`config.mk`:
```
export PLATFORM = sky130hd
export DESIGN_NAME = branch_target_unit
export DESIGN_NICKNAME = d
export VERILOG_FILES = /design/src/rtl/branch_pkg.sv /design/src/rtl/return_stack.sv /design/src/rtl/branch_target_unit.sv
export SDC_FILE = /design/constraint.sdc
export NUM_CORES = 1
export LEC_CHECK = 0
export ABC_AREA = 1
export BUFFER_PORTS_ARGS = -buffer_cell sky130_fd_sc_hd__buf_2
export CAP_MARGIN = 20
export CORE_MARGIN = 8
export CORE_UTILIZATION = 57
export DETAILED_ROUTE_END_ITERATION = 10
export HOLD_SLACK_MARGIN = 0.03
export PLACE_DENSITY = 0.76
export SYNTH_ARGS = -nofsm -noshare
export SYNTH_HDL_FRONTEND = slang
export SYNTH_SLANG_ARGS = --single-unit
```
`constraint.sdc`:
```
create_clock -name Clk -period 2.5 [get_ports Clk]
set_clock_uncertainty 0.1 [all_clocks]
set_input_delay 0.125 -clock Clk [delete_from_list [all_inputs] [get_ports Clk]]
set_output_delay 0.125 -clock Clk [all_outputs]
set_load 0.1 [all_outputs]
```
`src/rtl/branch_pkg.sv`:
```
// Shared definitions for the branch target unit: default sizes, the constant jump
// table and the per-cycle operation encoding.
package branch_pkg;

    localparam int BR_D = 12;
    localparam int BR_L = 5;
    localparam int BR_S = 4;

    // Jump targets selected by the instruction's LUT index; unused slots read as zero.
    localparam logic [BR_D-1:0] JUMP_LUT [0:(2**BR_L)-1] = '{
        0:       12'h080,
        1:       12'h0C0,
        2:       12'h200,
        3:       12'h340,
        4:       12'h4A0,
        5:       12'hFF0,
        default: 12'h000
    };

    typedef enum logic [1:0] {
        OP_NONE = 2'd0,
        OP_JMP  = 2'd1,
        OP_CALL = 2'd2,
        OP_RET  = 2'd3
    } op_t;

endpackage

```
`src/rtl/return_stack.sv`:
```
// LIFO of return addresses. Depth counts occupied entries 0..S; Top is the most
// recently pushed entry and is meaningless while Empty.
module return_stack #(
    parameter int D = 12,
    parameter int S = 4
) (
    input  logic                   Clk,
    input  logic                   Reset,
    input  logic                   Push,
    input  logic                   Pop,
    input  logic [D-1:0]           PushData,
    output logic [D-1:0]           Top,
    output logic                   Full,
    output logic                   Empty,
    output logic [$clog2(S):0]     Depth
);

    localparam int AW = $clog2(S);
    localparam int DW = AW + 1;
    localparam logic [DW-1:0] ONE_D    = DW'(1);
    localparam logic [DW-1:0] FULL_LVL = DW'(S);
    localparam logic [AW-1:0] ONE_A    = AW'(1);

    logic [D-1:0]  mem_q [S];
    logic [D-1:0]  mem_d [S];
    logic [DW-1:0] depth_q;
    logic [DW-1:0] depth_d;
    logic [AW-1:0] top_idx;

    always_comb begin
        top_idx = depth_q[AW-1:0] - ONE_A;
        Full    = (depth_q == FULL_LVL);
        Empty   = (depth_q == '0);
        Top     = mem_q[top_idx];
        Depth   = depth_q;
    end

    // Guarding on Full/Empty here keeps the pointer in range even if the caller misbehaves.
    always_comb begin
        mem_d   = mem_q;
        depth_d = depth_q;
        if (Push && !Full) begin
            mem_d[depth_q[AW-1:0]] = PushData;
            depth_d                = depth_q + ONE_D;
        end else if (Pop && !Empty) begin
            depth_d = depth_q - ONE_D;
        end
    end

    always_ff @(posedge Clk) begin
        if (Reset) begin
            depth_q <= '0;
            for (int i = 0; i < S; i++) begin
                mem_q[i] <= '0;
            end
        end else begin
            depth_q <= depth_d;
            mem_q   <= mem_d;
        end
    end

endmodule

```
`src/rtl/branch_target_unit.sv`:
```
// Absolute-jump control for the program counter: decodes branch/call/return with
// Ret > Call > BranchEn priority and drives BranchAbs/Target in the same cycle.
module branch_target_unit
    import branch_pkg::*;
#(
    parameter int D = BR_D,
    parameter int L = BR_L,
    parameter int S = BR_S
) (
    input  logic                   Clk,
    input  logic                   Reset,
    input  logic [D-1:0]           PrgCtr,
    input  logic                   BranchEn,
    input  logic                   Cond,
    input  logic                   Call,
    input  logic                   Ret,
    input  logic [L-1:0]           LutIdx,
    output logic                   BranchAbs,
    output logic [D-1:0]           Target,
    output logic [$clog2(S):0]     Depth,
    output logic                   StackOvf,
    output logic                   StackUnf
);

    localparam logic [D-1:0] ONE_PC = D'(1);

    op_t          op;
    logic         push;
    logic         pop;
    logic         stk_full;
    logic         stk_empty;
    logic [D-1:0] stk_top;
    logic [D-1:0] lut_target;
    logic         ovf_q;
    logic         ovf_d;
    logic         unf_q;
    logic         unf_d;

    always_comb begin
        op = OP_NONE;
        if (Ret) begin
            op = OP_RET;
        end else if (Call) begin
            op = OP_CALL;
        end else if (BranchEn && Cond) begin
            op = OP_JMP;
        end
    end

    // Reset suppresses both the jump and any stack side effect in the same cycle.
    always_comb begin
        lut_target = JUMP_LUT[LutIdx];
        push       = !Reset && (op == OP_CALL) && !stk_full;
        pop        = !Reset && (op == OP_RET) && !stk_empty;
        BranchAbs  = !Reset && ((op == OP_JMP) || push || pop);
        Target     = pop ? stk_top : lut_target;
    end

    always_comb begin
        ovf_d = ovf_q || (!Reset && (op == OP_CALL) && stk_full);
        unf_d = unf_q || (!Reset && (op == OP_RET) && stk_empty);
    end

    always_ff @(posedge Clk) begin
        if (Reset) begin
            ovf_q <= 1'b0;
            unf_q <= 1'b0;
        end else begin
            ovf_q <= ovf_d;
            unf_q <= unf_d;
        end
    end

    assign StackOvf = ovf_q;
    assign StackUnf = unf_q;

    return_stack #(
        .D (D),
        .S (S)
    ) u_return_stack (
        .Clk      (Clk),
        .Reset    (Reset),
        .Push     (push),
        .Pop      (pop),
        .PushData (PrgCtr + ONE_PC),
        .Top      (stk_top),
        .Full     (stk_full),
        .Empty    (stk_empty),
        .Depth    (Depth)
    );

endmodule

```
==> impl_metrics.env <==
export IMPL_cpPeakStageDelay_ns=0.40
export IMPL_grt_overflow_total=0
export IMPL_ant_nets=0
export IMPL_synth_avg_cell_area_um2=6.58
export IMPL_cp_top_family="buffers and inverters"
export IMPL_routed_wl_um=8150
export IMPL_path_cells="inv_1 > ha_1 > nand2_1 > nand2_4 > buf_4 > inv_2 > nand3_1 > nand2_4 > buf_12"
export IMPL_holdWs_ns=0.0651
export IMPL_seqCellArea_um2=1070
export IMPL_rsz0062_at_grt="no"
export IMPL_num_vias=3003
export IMPL_ys_seq_area_share_pct=36.4
export IMPL_swShare_pct=37.9
export IMPL_ys_ff_latch=53
export IMPL_status="complete, no violations"
export IMPL_hold_violations=0
export IMPL_grt_use_total_pct=21.9
export IMPL_area_growth_pct=22.5
export IMPL_synth_warnings=0
export IMPL_drv_slew=0
export IMPL_cpMaxStageDelayCell="dfxtp_2"
export IMPL_critPathLaunchType="flip-flop"
export IMPL_p_seq_share_pct=44.1
export IMPL_post_drt_wl_per_cell_um=14.9
export IMPL_cp_common_cell="nand2_4"
export IMPL_final_setup_viol_count=0
export IMPL_clock_sinks=53
export IMPL_drc_errors=0
export IMPL_multi_input_area_um2=1670
export IMPL_initial_core_util_pct=58.2
export IMPL_cap_violations=0
export IMPL_cp_end_kind="output pin"
export IMPL_postCtsResizedCells=0
export IMPL_power_density_nw_per_um2=565
export IMPL_p_int_uw=1250
export IMPL_die_w_um=87.5
export IMPL_critical_path_required_ns=2.28
export IMPL_max_slew_margin_pct=53.0
export IMPL_synthCells=443
export IMPL_cp_buffers_inverters=4
export IMPL_clkTransAtPathRegs_ns=0.10
export IMPL_syn_area_um2=2920
export IMPL_port_buffers=40
export IMPL_clkLatencyLatePin_ns=0.31
export IMPL_nets=507
export IMPL_antenna_found_initial=0
export IMPL_worstMarginPinSlew_ns=0.704
export IMPL_grt_pass1_wl_um=13300
export IMPL_p_clk_share_pct=25.8
export IMPL_nFillCells=429
export IMPL_p_leak_uw=0.00155
export IMPL_core_um2=5010
export IMPL_drive_above_1_share_pct=19.6
export IMPL_rows=26
export IMPL_syn_nets=472
export IMPL_cts_root_buffer="clkbuf_8"
export IMPL_dr_pass1_iters=5
export IMPL_p_sw_uw=766
export IMPL_antenna_cells=0
export IMPL_fin_util_pct=71.3
export IMPL_hp_class="input pin to flip-flop"
export IMPL_viasPerCell=5.47
export IMPL_synth_cell_types=29
export IMPL_combPwrFrac_pct=30.1
export IMPL_finalCritPeriodShare_pct=93.9
export IMPL_clk_path_buf_depth=2
export IMPL_ir_worst_vdd_uv=456
export IMPL_hpwlAfterDp_um=5620
export IMPL_path_class="flip-flop to output pin"
export IMPL_fin_crit_ns=2.35
export IMPL_cts_buffers=5
export IMPL_die_area_um2=7660
export IMPL_htreeDepth=2
export IMPL_die_h_um=87.5
export IMPL_fin_tns_setup_ns=0
export IMPL_path_max_fanout=8
export IMPL_grt_max_degree=33
export IMPL_tritoncts="yes"
export IMPL_initialDrtViolationCount=191
export IMPL_io_pins=41
export IMPL_fmax_ghz=0.426
export IMPL_worstPathArrival_ns=2.12
export IMPL_grt_pass1_vias=2700
export IMPL_gp_congestion=0.848
[per-stage QoR]
stage | power, µW | worst slack (ns) | cell area, µm² | cells
floorplan | 1330 | 0.0303 | 3040 | 443
detailed placement | 1510 | 0.370 | 3450 | 538
global route | 2110 | 0.0372 | 3570 | 549
global placement | 1500 | 0.430 | 3450 | 538
finish | 2020 | 0.153 | 3570 | 549
CTS | 2020 | 0.00660 | 3560 | 547
[what timing repair did]
item,4_1_cts,5_1_grt
endpoints found under the hold margin,1,0
setup endpoints to repair,0,4
buffers inserted,0,2
hold buffers,1,0
[tightest hold or removal path: cells and delay by family]
| family | cells | cell delay (ns) |
|---|---|---|
| buf+inv | 2 | 0.18 |
| compound gates | 2 | 0.13 |
[cell families after synthesis]
kind of cell,after synthesis,synth area share (%)
compound gates,93,16.6
xor+xnor,4,1.20
fa+ha+maj,6,2.83
buf+inv,73,10.6
flops,53,36.4
simple gates,214,32.4
[layout make-up]
class	count	area share (%)
Tap cell	70	2.45
Timing Repair Buffer	48	12.8
Clock buffer	5	1.93
Inverter	53	5.57
Multi-Input combinational cell	317	46.7
Sequential cell	53	29.8
Clock inverter	3	0.701
[state kept, by name (all words and copies together), names as in the netlist]
register              cells
u_return_stack.mem_q     48
u_return_stack.Depth      3
StackUnf                  1
StackOvf                  1
[synthesized netlist by cell type]
library cell	number	share of area, %
nor2_4	5	1.9
xnor2_1	3	0.90
nand3_4	1	0.60
o211ai_1	4	1.0
nor2_1	66	8.5
buf_6	3	1.2
o2111ai_1	1	0.30
inv_2	4	0.51
nand3b_1	2	0.51
inv_1	49	6.3
o21ai_0	34	5.8
a21oi_1	41	7.0
dfxtp_1	53	36
nand2_2	5	1.1
ha_1	5	2.1
clkbuf_1	8	1.0
fa_1	1	0.69
nor3_1	1	0.17
nor2_2	6	1.3
a21oi_2	1	0.30
buf_1	1	0.13
buf_2	7	1.2
nand3_1	33	5.7
buf_4	1	0.26
nand3_2	1	0.34
o21ai_1	12	2.1
xor2_1	1	0.30
nand2_1	91	12
nand4_1	3	0.64
[final timing paths]
path                             from                  endpoint  slack, ns  depth (start not counted)
min                             Reset   u_return_stack.Depth[0]       0.07                          4
max           u_return_stack.Depth[1]                 Target[4]       0.15                          9
max reg2reg   u_return_stack.Depth[1]   u_return_stack.Depth[2]       0.48                          9
min reg2reg  u_return_stack.mem_q[24]  u_return_stack.mem_q[24]       0.37                          2
[placed cells by master, fill, tap and decap left out, types with 7 or more instances in the layout]
cell     count
a21oi_1     37
buf_12      13
buf_2       27
buf_4        7
dfxtp_1     51
inv_1       48
nand2_1     87
nand3_1     33
nor2_1      66
o21ai_0     30
o21ai_1     12
[power by group through the flow]
stage	combinational [µW]	clock, µW	sequential [µW]
finish	608	522	890
global route	652	561	893
CTS	602	526	889
detailed placement	599	0	909
global placement	589	0	907
floorplan	370	0	964
[metal layers]
metal	track usage (%)	part of all wire (%)
met4	6.09	1.3
met2	36.6	46
met1	27.7	43
met3	4.69	9.3
met5	0	0
(Power assumes the default switching activity.)
